==> src/rtl/i2c_pkg.sv <==
// Shared definitions for the I2C burst register engine.
// Provides the engine state type, the I2C R/W address bit values,
// BMP180 register constants and a helper to form the address byte.
package i2c_pkg;

   typedef enum logic [2:0] {
      ST_IDLE,
      ST_LOAD,
      ST_START,
      ST_CMD,
      ST_RECV,
      ST_FIN
   } state_e;

   localparam logic RW_WRITE = 1'b0;
   localparam logic RW_READ  = 1'b1;

   localparam logic [6:0] BMP180_ADDR      = 7'h77;
   localparam logic [7:0] BMP180_ID_REG    = 8'hD0;
   localparam logic [7:0] BMP180_CTRL_REG  = 8'hF4;
   localparam logic [7:0] BMP180_CALIB_REG = 8'hAA;
   localparam int         BMP180_CALIB_LEN = 22;

   // Address byte as it goes on the wire: 7-bit slave address then R/W.
   function automatic logic [7:0] addr_byte(input logic [6:0] dev, input logic rw);
      return {dev, rw};
   endfunction

endpackage

==> src/rtl/i2c_edge_det.sv <==
// Registered rising-edge detector.
// Ports: clk_i / reset_i (sync, active high), sig_i level input,
//        rise_o high for the cycle in which sig_i is 1 and was 0 last cycle.
module i2c_edge_det (
   input  logic clk_i,
   input  logic reset_i,
   input  logic sig_i,
   output logic rise_o
);

   logic prev_q;

   always_ff @(posedge clk_i) begin
      if (reset_i) prev_q <= 1'b0;
      else         prev_q <= sig_i;
   end

   assign rise_o = sig_i & ~prev_q;

endmodule

==> src/rtl/i2c_burst_reg_engine.sv <==
// Burst register read / single register write engine on top of a
// byte-level I2C master handshake.
// Ports:
//   clk_i, reset_i            clock, synchronous active-high reset
//   req_i, wr_mode_i          request strobe, 0 = burst read, 1 = single write
//   reg_addr_i, wr_data_i     first register address, write byte
//   len_i                     burst read length (1..MAX_LEN)
//   busy_o, done_o, err_o     status; done/err are one-cycle pulses
//   rd_idx_i, rd_data_o       random-access readout of the receive buffer
//   start_o, send_o, datasend_o, sended_i              master write side
//   receive_o, datareceive_i, received_i               master read side
//
// state   | meaning
// --------+----------------------------------------------------------
// IDLE    | waiting for req, length check on read requests
// LOAD    | build command list, reset pointer/count
// START   | hold start high for START_HOLD cycles
// CMD     | send address, register, address/data bytes on sended rises
// RECV    | capture bytes into buffer on received rises
// FIN     | pulse done, drop busy
module i2c_burst_reg_engine
   import i2c_pkg::*;
#(
   parameter logic [6:0] DEV_ADDR   = BMP180_ADDR,
   parameter int         MAX_LEN    = BMP180_CALIB_LEN,
   parameter int         START_HOLD = 64,
   parameter int         TIMEOUT    = 65535,
   parameter int         LEN_W      = $clog2(MAX_LEN + 1),
   parameter int         IDX_W      = $clog2(MAX_LEN)
) (
   input  logic             clk_i,
   input  logic             reset_i,
   input  logic             req_i,
   input  logic             wr_mode_i,
   input  logic [7:0]       reg_addr_i,
   input  logic [7:0]       wr_data_i,
   input  logic [LEN_W-1:0] len_i,
   output logic             busy_o,
   output logic             done_o,
   output logic             err_o,
   input  logic [IDX_W-1:0] rd_idx_i,
   output logic [7:0]       rd_data_o,
   output logic             start_o,
   output logic             send_o,
   output logic [7:0]       datasend_o,
   input  logic             sended_i,
   output logic             receive_o,
   input  logic [7:0]       datareceive_i,
   input  logic             received_i
);

   localparam int TMR_W  = $clog2(TIMEOUT + 1);
   localparam int HOLD_W = (START_HOLD > 1) ? $clog2(START_HOLD) : 1;

   state_e           state_q;
   logic             busy_q, done_q, err_q, start_q, send_q, receive_q;
   logic [7:0]       datasend_q;
   logic [1:0]       ptr_q;
   logic [LEN_W-1:0] count_q, len_q;
   logic [TMR_W-1:0] timer_q;
   logic [HOLD_W-1:0] hold_q;
   logic             wr_mode_q;
   logic [7:0]       reg_addr_q, wr_data_q;
   logic [7:0]       cmd_q [3];
   logic [7:0]       buf_q [MAX_LEN];

   logic sended_rise, received_rise, tmo_hit, len_bad;

   i2c_edge_det u_sended_det (
      .clk_i  (clk_i),
      .reset_i(reset_i),
      .sig_i  (sended_i),
      .rise_o (sended_rise)
   );

   i2c_edge_det u_received_det (
      .clk_i  (clk_i),
      .reset_i(reset_i),
      .sig_i  (received_i),
      .rise_o (received_rise)
   );

   // Hit on the cycle the timer would reach TIMEOUT: err lands TIMEOUT
   // cycles after the last handled edge.
   assign tmo_hit = (timer_q == TMR_W'(TIMEOUT - 1));
   assign len_bad = (len_i == '0) || (len_i > LEN_W'(MAX_LEN));

   always_ff @(posedge clk_i) begin
      if (reset_i) begin
         state_q    <= ST_IDLE;
         busy_q     <= 1'b0;
         done_q     <= 1'b0;
         err_q      <= 1'b0;
         start_q    <= 1'b0;
         send_q     <= 1'b0;
         receive_q  <= 1'b0;
         datasend_q <= 8'h00;
         ptr_q      <= '0;
         count_q    <= '0;
         len_q      <= '0;
         timer_q    <= '0;
         hold_q     <= '0;
         wr_mode_q  <= 1'b0;
         reg_addr_q <= 8'h00;
         wr_data_q  <= 8'h00;
         for (int i = 0; i < 3; i++)       cmd_q[i] <= 8'h00;
         for (int i = 0; i < MAX_LEN; i++) buf_q[i] <= 8'h00;
      end else begin
         done_q <= 1'b0;
         err_q  <= 1'b0;
         case (state_q)
            ST_IDLE: begin
               if (req_i) begin
                  wr_mode_q  <= wr_mode_i;
                  reg_addr_q <= reg_addr_i;
                  wr_data_q  <= wr_data_i;
                  len_q      <= len_i;
                  if (!wr_mode_i && len_bad) begin
                     err_q <= 1'b1;
                  end else begin
                     busy_q  <= 1'b1;
                     state_q <= ST_LOAD;
                  end
               end
            end
            ST_LOAD: begin
               ptr_q      <= '0;
               count_q    <= '0;
               cmd_q[0]   <= addr_byte(DEV_ADDR, RW_WRITE);
               cmd_q[1]   <= reg_addr_q;
               cmd_q[2]   <= wr_mode_q ? wr_data_q : addr_byte(DEV_ADDR, RW_READ);
               datasend_q <= addr_byte(DEV_ADDR, RW_WRITE);
               hold_q     <= HOLD_W'(START_HOLD - 1);
               start_q    <= 1'b1;
               state_q    <= ST_START;
            end
            ST_START: begin
               if (hold_q == '0) begin
                  start_q <= 1'b0;
                  timer_q <= '0;
                  state_q <= ST_CMD;
               end else begin
                  hold_q <= hold_q - 1'b1;
               end
            end
            ST_CMD: begin
               if (sended_rise) begin
                  ptr_q   <= ptr_q + 1'b1;
                  timer_q <= '0;
                  case (ptr_q)
                     2'd0: begin
                        send_q     <= 1'b1;
                        datasend_q <= cmd_q[1];
                     end
                     2'd1: begin
                        send_q     <= 1'b1;
                        datasend_q <= cmd_q[2];
                     end
                     default: begin
                        send_q <= 1'b0;
                        if (wr_mode_q) begin
                           state_q <= ST_FIN;
                        end else begin
                           receive_q <= 1'b1;
                           state_q   <= ST_RECV;
                        end
                     end
                  endcase
               end else if (tmo_hit) begin
                  err_q     <= 1'b1;
                  busy_q    <= 1'b0;
                  send_q    <= 1'b0;
                  receive_q <= 1'b0;
                  timer_q   <= TMR_W'(TIMEOUT);
                  state_q   <= ST_IDLE;
               end else begin
                  timer_q <= timer_q + 1'b1;
               end
            end
            ST_RECV: begin
               if (received_rise) begin
                  buf_q[count_q] <= datareceive_i;
                  count_q        <= count_q + 1'b1;
                  timer_q        <= '0;
                  // NACK the last byte: receive drops with the final strobe.
                  if ((count_q + 1'b1) == len_q) begin
                     receive_q <= 1'b0;
                     state_q   <= ST_FIN;
                  end
               end else if (tmo_hit) begin
                  err_q     <= 1'b1;
                  busy_q    <= 1'b0;
                  send_q    <= 1'b0;
                  receive_q <= 1'b0;
                  timer_q   <= TMR_W'(TIMEOUT);
                  state_q   <= ST_IDLE;
               end else begin
                  timer_q <= timer_q + 1'b1;
               end
            end
            ST_FIN: begin
               done_q    <= 1'b1;
               busy_q    <= 1'b0;
               send_q    <= 1'b0;
               receive_q <= 1'b0;
               state_q   <= ST_IDLE;
            end
            default: state_q <= ST_IDLE;
         endcase
      end
   end

   assign busy_o     = busy_q;
   assign done_o     = done_q;
   assign err_o      = err_q;
   assign start_o    = start_q;
   assign send_o     = send_q;
   assign receive_o  = receive_q;
   assign datasend_o = datasend_q;

   assign rd_data_o = ({1'b0, rd_idx_i} < (IDX_W + 1)'(MAX_LEN)) ? buf_q[rd_idx_i] : 8'h00;

endmodule

==> config.mk <==
export PLATFORM = sky130hd
export DESIGN_NAME = i2c_burst_reg_engine
export DESIGN_NICKNAME = d
export VERILOG_FILES = /design/src/rtl/i2c_pkg.sv /design/src/rtl/i2c_edge_det.sv /design/src/rtl/i2c_burst_reg_engine.sv
export SDC_FILE = /design/constraint.sdc
export NUM_CORES = 1
export LEC_CHECK = 0
export BUFFER_PORTS_ARGS = -buffer_cell sky130_fd_sc_hd__buf_2
export CORE_MARGIN = 2
export CORE_UTILIZATION = 28
export DETAILED_ROUTE_END_ITERATION = 7
export HOLD_SLACK_MARGIN = 0.15
export PLACE_DENSITY = 0.45
export SETUP_SLACK_MARGIN = 0.15
export SLEW_MARGIN = 5
export SYNTH_ARGS = -nofsm -noshare
export SYNTH_HDL_FRONTEND = slang
export SYNTH_SLANG_ARGS = --single-unit
export TNS_END_PERCENT = 30
==> constraint.sdc <==
create_clock -name clk_i -period 3.6 [get_ports clk_i]
set_input_delay 1.08 -clock clk_i [delete_from_list [all_inputs] [get_ports clk_i]]
set_output_delay 1.08 -clock clk_i [all_outputs]
set_load 0.02 [all_outputs]
==> impl_metrics.env, run 1 <==
export IMPL_drt_first_pass_iters=4
export IMPL_final_cell_mix="edfxtp_1, and2_1, nand2_1"
export IMPL_fin_worst_skew_ns=0.0120
export IMPL_status="complete, but fails checks"
export IMPL_cts_buffer_depth=3
export IMPL_drv_slew=0
export IMPL_slowest_delay_ns=0.50
export IMPL_rows=77
export IMPL_coreArea_um2=44000
export IMPL_ios=62
export IMPL_peakVddDrop_uv=370
export IMPL_place_area_um2=13800
export IMPL_p_total_mw=8.03
export IMPL_syn_area_per_cell_um2=11.8
export IMPL_drt_initial_drc_count=546
export IMPL_path_clk_slew_ns=0.06
export IMPL_finalWirelength_um=33500
export IMPL_nets=1192
export IMPL_die_x_um=215
export IMPL_mostFrequentLayoutCell="edfxtp_1"
export IMPL_hpwl_um=22500
export IMPL_fin_area_um2=15100
export IMPL_cts_made_buffers=34
export IMPL_switchingPower_mw=2.19
export IMPL_grt_pass1_wl_um=51700
export IMPL_synth_area_um2=12400
export IMPL_cp_common_cell="buf_6"
export IMPL_maxCapViolations=0
export IMPL_async_flop_share=0
export IMPL_grt_start_max_net_pins=68
export IMPL_grt_use_total=0.147
export IMPL_cts_setup_buffers=0
export IMPL_p_clk_frac=0.398
export IMPL_n_antenna_cell=0
export IMPL_synth_edf_count=192
export IMPL_synthFlopType="edfxtp_1"
export IMPL_period_minus_slack_ns=3.69
export IMPL_antenna_found_initial=1
export IMPL_critPathKind="input pin to output pin"
export IMPL_reg2regPathDepth=5
export IMPL_finalWorstSetupSlack_ns=-0.0938
export IMPL_syn2layout_area_growth_pct=21.1
export IMPL_viasPerCell=4.70
export IMPL_intPower_mw=5.84
export IMPL_startpoint_type="input pin"
export IMPL_initial_core_util=0.282
export IMPL_cts_tree="done"
export IMPL_post_drt_wl_per_cell_um=19.1
export IMPL_fmax_ghz=0.271
export IMPL_rsz0062_at_grt="true"
export IMPL_ys_seq_area_frac=0.576
export IMPL_drive_gt1_frac=0.227
export IMPL_fillers=4413
export IMPL_fp_dieH_um=215
export IMPL_clkSinkCount=262
export IMPL_whs_path_depth=2
export IMPL_dp_cells=1698
export IMPL_vias=8274
export IMPL_cp_required_ns=2.52
export IMPL_p_per_area_nw_per_um2=533
export IMPL_die_area_um2=46100
export IMPL_grt_pass1_vias=8403
export IMPL_finalSetupViolations=8
export IMPL_synth_cell_types=59
export IMPL_finalNonFillerCells=1759
export IMPL_yosysWarnings=0
export IMPL_fin_tns_setup_ns=-0.299
export IMPL_sw_frac_of_total=0.273
export IMPL_dp_slack_ns=-0.327
export IMPL_worstMarginPinSlew_ns=0.770
export IMPL_pwr_share_comb=0.147
export IMPL_clock_latency_ns=0.53
export IMPL_grt_ovfl_total=0
export IMPL_cp_end_kind="output pin"
export IMPL_worstPathArrival_ns=2.61
export IMPL_min_period_over_period=1.03
export IMPL_syn_nets=1100
export IMPL_synth_cells=1050
export IMPL_cp_slowest_cell="mux4_2"
export IMPL_port_buffers=61
export IMPL_ant_nets=0
export IMPL_crit_fanout=8
export IMPL_violations="setup timing"
export IMPL_gp_congestion=0.773
export IMPL_htree_levels=2
export IMPL_clockRootBuffer="clkbuf_16"
export IMPL_drc=0
export IMPL_pwr_share_seq=0.455
export IMPL_relSlewSlack=0.487
export IMPL_hold_viol=0
export IMPL_hold_path_class="flip-flop to flip-flop"
export IMPL_leakage_nw=5.40
export IMPL_ys_ff_latch=262
export IMPL_crit_chain="buf_12 -> buf_8 -> buf_6 -> mux4_2 -> a211oi_2 -> buf_4 -> o32ai_4 -> buf_6"
metal layers:
| metal | up-vias | part of all wire | routed length (µm) | global-route usage |
|---|---|---|---|---|
| met1 | 4083 | 0.48 | 16000 | 0.204 |
| met3 | 43 | 0.040 | 1340 | 0.0277 |
| met4 | 2 | 0.019 | 647 | 0.0447 |
| met5 | - | 0.00057 | 19 | 0 |
| met2 | 156 | 0.46 | 15500 | 0.233 |
| li1 | 3990 | - | - | - |
Yosys cell counts (3+ instances only):
| cell | instances | share of area |
|---|---|---|
| edfxtp_1 | 192 | 0.46 |
| and2_1 | 189 | 0.095 |
| nand2_1 | 74 | 0.022 |
| a21oi_1 | 71 | 0.029 |
| dfxtp_1 | 70 | 0.11 |
| o21ai_0 | 68 | 0.027 |
| nor2_1 | 61 | 0.018 |
| clkbuf_1 | 50 | 0.015 |
| mux4_2 | 40 | 0.072 |
| mux2i_1 | 27 | 0.022 |
| inv_1 | 18 | 0.0054 |
| nor2b_1 | 17 | 0.0086 |
| nand3_1 | 16 | 0.0064 |
| buf_2 | 13 | 0.0052 |
| ha_1 | 10 | 0.010 |
| nor3_1 | 10 | 0.0040 |
| a211oi_1 | 9 | 0.0054 |
| a31oi_1 | 8 | 0.0040 |
| nor2_4 | 8 | 0.0072 |
| a311oi_1 | 6 | 0.0042 |
| and3_1 | 6 | 0.0030 |
| nor4_1 | 6 | 0.0030 |
| o32ai_1 | 6 | 0.0042 |
| xor2_1 | 6 | 0.0042 |
| buf_1 | 5 | 0.0015 |
| buf_4 | 5 | 0.0030 |
| nand2b_1 | 5 | 0.0025 |
| nand3b_1 | 5 | 0.0030 |
| nand4_1 | 4 | 0.0020 |
| o31ai_1 | 4 | 0.0024 |
| a21o_1 | 3 | 0.0018 |
| o22ai_1 | 3 | 0.0015 |
| or3_1 | 3 | 0.0015 |
| xnor2_1 | 3 | 0.0021 |
critical path, delay by kind of cell:
| kind | cells | cell delay, ns |
|---|---|---|
| buffers and inverters | 5 | 0.68 |
| muxes | 1 | 0.50 |
| AOI/OAI and AO/OA | 2 | 0.36 |
state kept, by name, summed over array words and instances (netlist names), 2 cells and up:
signal      flops
timer_q        16
reg_addr_q      8
buf_q         176
ptr_q           2
cmd_q          16
datasend_o      8
count_q         5
wr_data_q       8
hold_q          6
len_q           5
state_q         3
power groups by stage:
stage	registers [mW]	logic [mW]	clock network, mW
2_1_floorplan	3.66	0.785	0
3_3_place_gp	3.72	1.14	0
3_5_place_dp	3.72	1.15	0
4_1_cts	3.66	1.18	3.31
5_1_grt	3.68	1.30	3.41
6_report	3.66	1.18	3.19
path summary, 6_finish.rpt:
check	start	endpoint	slack, ns
worst max-delay path	rd_idx_i[0]	rd_data_o[2]	-0.09
worst min-delay path	reg_addr_q[3]	reg_addr_q[3]	0.45
worst max register to register	state_q[2]	buf_q[14][5]	0.76
worst min register to register	reg_addr_q[3]	reg_addr_q[3]	0.45
metrics by stage:
stage / hold WS (ns) / util
final: 0.455 / 0.342
after floorplan: 0.432 / -
after detailed placement: 0.446 / 0.314
after global placement: 0.441 / 0.314
after global routing: 0.479 / 0.342
after CTS: 0.455 / 0.340
what timing repair did:
action                     4_1_cts  5_1_grt
setup endpoints to repair        8        8
hold buffers                     0        0
resized for setup               26       17
pin swaps                        4        2
cell type report:
class / instances / area, µm² / area share
tap: 592 / 741 / 0.0492
clock inverter: 17 / 83.8 / 0.00556
sequential: 262 / 7170 / 0.476
inverter: 18 / 67.6 / 0.00449
clock buffer: 44 / 962 / 0.0639
multi-input combinational: 697 / 5090 / 0.338
timing repair buffer: 129 / 955 / 0.0634
kinds of logic after synthesis:
logic type | count (synthesis) | share of synthesized area
buf+inv | 91 | 0.0303
simple gates | 416 | 0.189
compound gates | 193 | 0.0916
fa+ha+maj | 10 | 0.0101
flops | 262 | 0.576
mux | 68 | 0.0951
xor+xnor | 10 | 0.00815
Power figures use the tool's default switching activity.
==> run 2, diff against run 1 <==
BUFFER_PORTS_ARGS = -buffer_cell sky130_fd_sc_hd__clkbuf_2   (was -buffer_cell sky130_fd_sc_hd__buf_2)
CTS_CLUSTER_SIZE = 40   (was not set)
==> impl_metrics.env, run 2 (same netlist as run 1, synthesis figures left out) <==
export IMPL_dp_slack_ns=-0.341
export IMPL_cts_made_buffers=31
export IMPL_antenna_found_initial=1
export IMPL_worstPathArrival_ns=2.54
export IMPL_final_cell_mix="edfxtp_1, and2_1, buf_4"
export IMPL_top_register="buf_q"
export IMPL_worstMarginPinSlew_ns=0.751
export IMPL_clock_latency_ns=0.57
export IMPL_rows=77
export IMPL_maxCapViolations=0
export IMPL_p_per_area_nw_per_um2=535
export IMPL_startpoint_type="input pin"
export IMPL_whs_path_depth=2
export IMPL_htree_levels=1
export IMPL_hpwl_um=22500
export IMPL_drt_initial_drc_count=536
export IMPL_clkSinkCount=262
export IMPL_slowest_delay_ns=0.48
export IMPL_post_drt_wl_per_cell_um=18.7
export IMPL_critical_path_top_delay_family="buffers and inverters"
export IMPL_violations="setup timing"
export IMPL_rsz0062_at_grt="true"
export IMPL_fin_area_um2=15300
export IMPL_coreArea_um2=44000
export IMPL_cts_tree="done"
export IMPL_cp_depth=8
export IMPL_final_core_util=0.347
export IMPL_hold_path_endpoint="reg_addr_q[6]"
export IMPL_nets=1206
export IMPL_leakage_nw=5.53
export IMPL_die_x_um=215
export IMPL_finalNonFillerCells=1772
export IMPL_hold_path_class="flip-flop to flip-flop"
export IMPL_syn2layout_area_growth_pct=23.0
export IMPL_r2r_end="buf_q[15][5]"
export IMPL_grt_pass1_wl_um=51800
export IMPL_cp_end_kind="output pin"
export IMPL_viasPerCell=4.66
export IMPL_grt_start_max_net_pins=43
export IMPL_reg2reg_slack_ns=0.61
export IMPL_cp_slowest_cell="mux4_2"
export IMPL_vias=8256
export IMPL_die_area_um2=46100
export IMPL_drc=0
export IMPL_crit_fanout=6
export IMPL_ant_nets=0
export IMPL_finalWirelength_um=33200
export IMPL_gp_congestion=0.788
export IMPL_fin_worst_skew_ns=0.00939
export IMPL_reg2regPathDepth=5
export IMPL_peakVddDrop_uv=356
export IMPL_mostFrequentLayoutCell="edfxtp_1"
export IMPL_hold_viol=0
export IMPL_crit_chain="buf_16 -> buf_6 -> mux4_2 -> nor2b_4 -> a211oi_2 -> buf_4 -> o32ai_2 -> buf_4"
export IMPL_critPathKind="input pin to output pin"
export IMPL_largest_reg_flops=176
export IMPL_n_antenna_cell=0
export IMPL_min_delay_start="reg_addr_q[6]"
export IMPL_grt_pass1_vias=8411
export IMPL_fmax_ghz=0.277
export IMPL_port_buffers=61
export IMPL_relSlewSlack=0.499
export IMPL_cts_buffer_depth=3
export IMPL_grt_use_total=0.145
export IMPL_min_period_over_period=1.00
export IMPL_path_clk_slew_ns=0.06
export IMPL_place_area_um2=13800
export IMPL_cp_num_buf_inv=4
export IMPL_finalSetupViolations=2
export IMPL_cp_common_cell="buf_4"
export IMPL_finalWorstSetupSlack_ns=-0.0162
export IMPL_ios=62
export IMPL_grt_ovfl_total=0
export IMPL_initial_core_util=0.282
export IMPL_fp_dieH_um=215
export IMPL_dp_cells=1707
export IMPL_drive_gt1_frac=0.242
export IMPL_clockRootBuffer="clkbuf_16"
export IMPL_status="complete, but fails checks"
export IMPL_cp_required_ns=2.52
export IMPL_drt_first_pass_iters=7
export IMPL_reg2reg_from="state_q[2]"
export IMPL_drv_slew=0
export IMPL_period_minus_slack_ns=3.62
export IMPL_layout_top_registers="buf_q: 176 flops, cmd_q: 16 flops, timer_q: 16 flops"
export IMPL_fin_tns_setup_ns=-0.0212
## run 2: cell count changes in the layout (fill, tap and decap cells not counted), moves of 4 or more
cell,before,now
buf_2,53,0
clkbuf_2,0,51
buf_4,64,75
buf_12,8,2
bufinv_16,0,6
buf_6,3,8
clkbuf_16,37,32
mux2i_1,20,25
nor2b_1,16,11
nor2b_4,1,6
clkbuf_1,6,2
clkbuf_8,1,5
mux2i_4,5,1
## run 2: worst max-delay path by stage
stage | from | to | slack [ns]
after global placement | rd_idx_i[0] | rd_data_o[7] | -0.33
after global routing | rd_idx_i[0] | rd_data_o[1] | -0.06
final | rd_idx_i[0] | rd_data_o[1] | -0.02
after CTS | rd_idx_i[0] | rd_data_o[0] | -0.01
after floorplan | rd_idx_i[0] | rd_data_o[7] | 0.14
after detailed placement | rd_idx_i[0] | rd_data_o[7] | -0.34
## run 2: final cells by class
type                       count  area (µm²)
timing repair buffer         146        1140
fill                        4399       28700
clock buffer                  34         797
inverter                      18        67.6
tap                          592         741
clock inverter                23         277
multi-input combinational    697        5100
sequential                   262        7170
## run 2: routing by layer
metal,track usage,wire length [µm],vias up
met3,0.0218,1230,47
met2,0.240,15900,141
li1,-,-,4010
met1,0.200,15400,4056
met4,0.0319,672,2
met5,0,16,-
## run 2: metrics by stage
stage                     hold slack [ns]  power (mW)
after floorplan                     0.432        4.45
after global placement              0.442        4.86
final                               0.448        8.18
after global routing                0.464        8.53
after detailed placement            0.443        4.86
after CTS                           0.452        8.27
## run 2: tightest hold or removal path, stage by stage, from the launching register on
cell,delay [ns]
dfxtp_1,0.30
nand2_1,0.05
a21oi_1,0.05
## run 2: where the power goes
group	switching [mW]	internal, mW
registers	0.170	3.48
logic	0.703	0.497
clock network	1.32	2.02
total	2.19	5.99
## run 2: what timing repair did
action,4_1_cts,5_1_grt
resized for setup,62,11
setup buffers,5,1
hold buffers,0,0
endpoints found under the setup margin,8,8
pin swaps,11,7
cloned,1,1
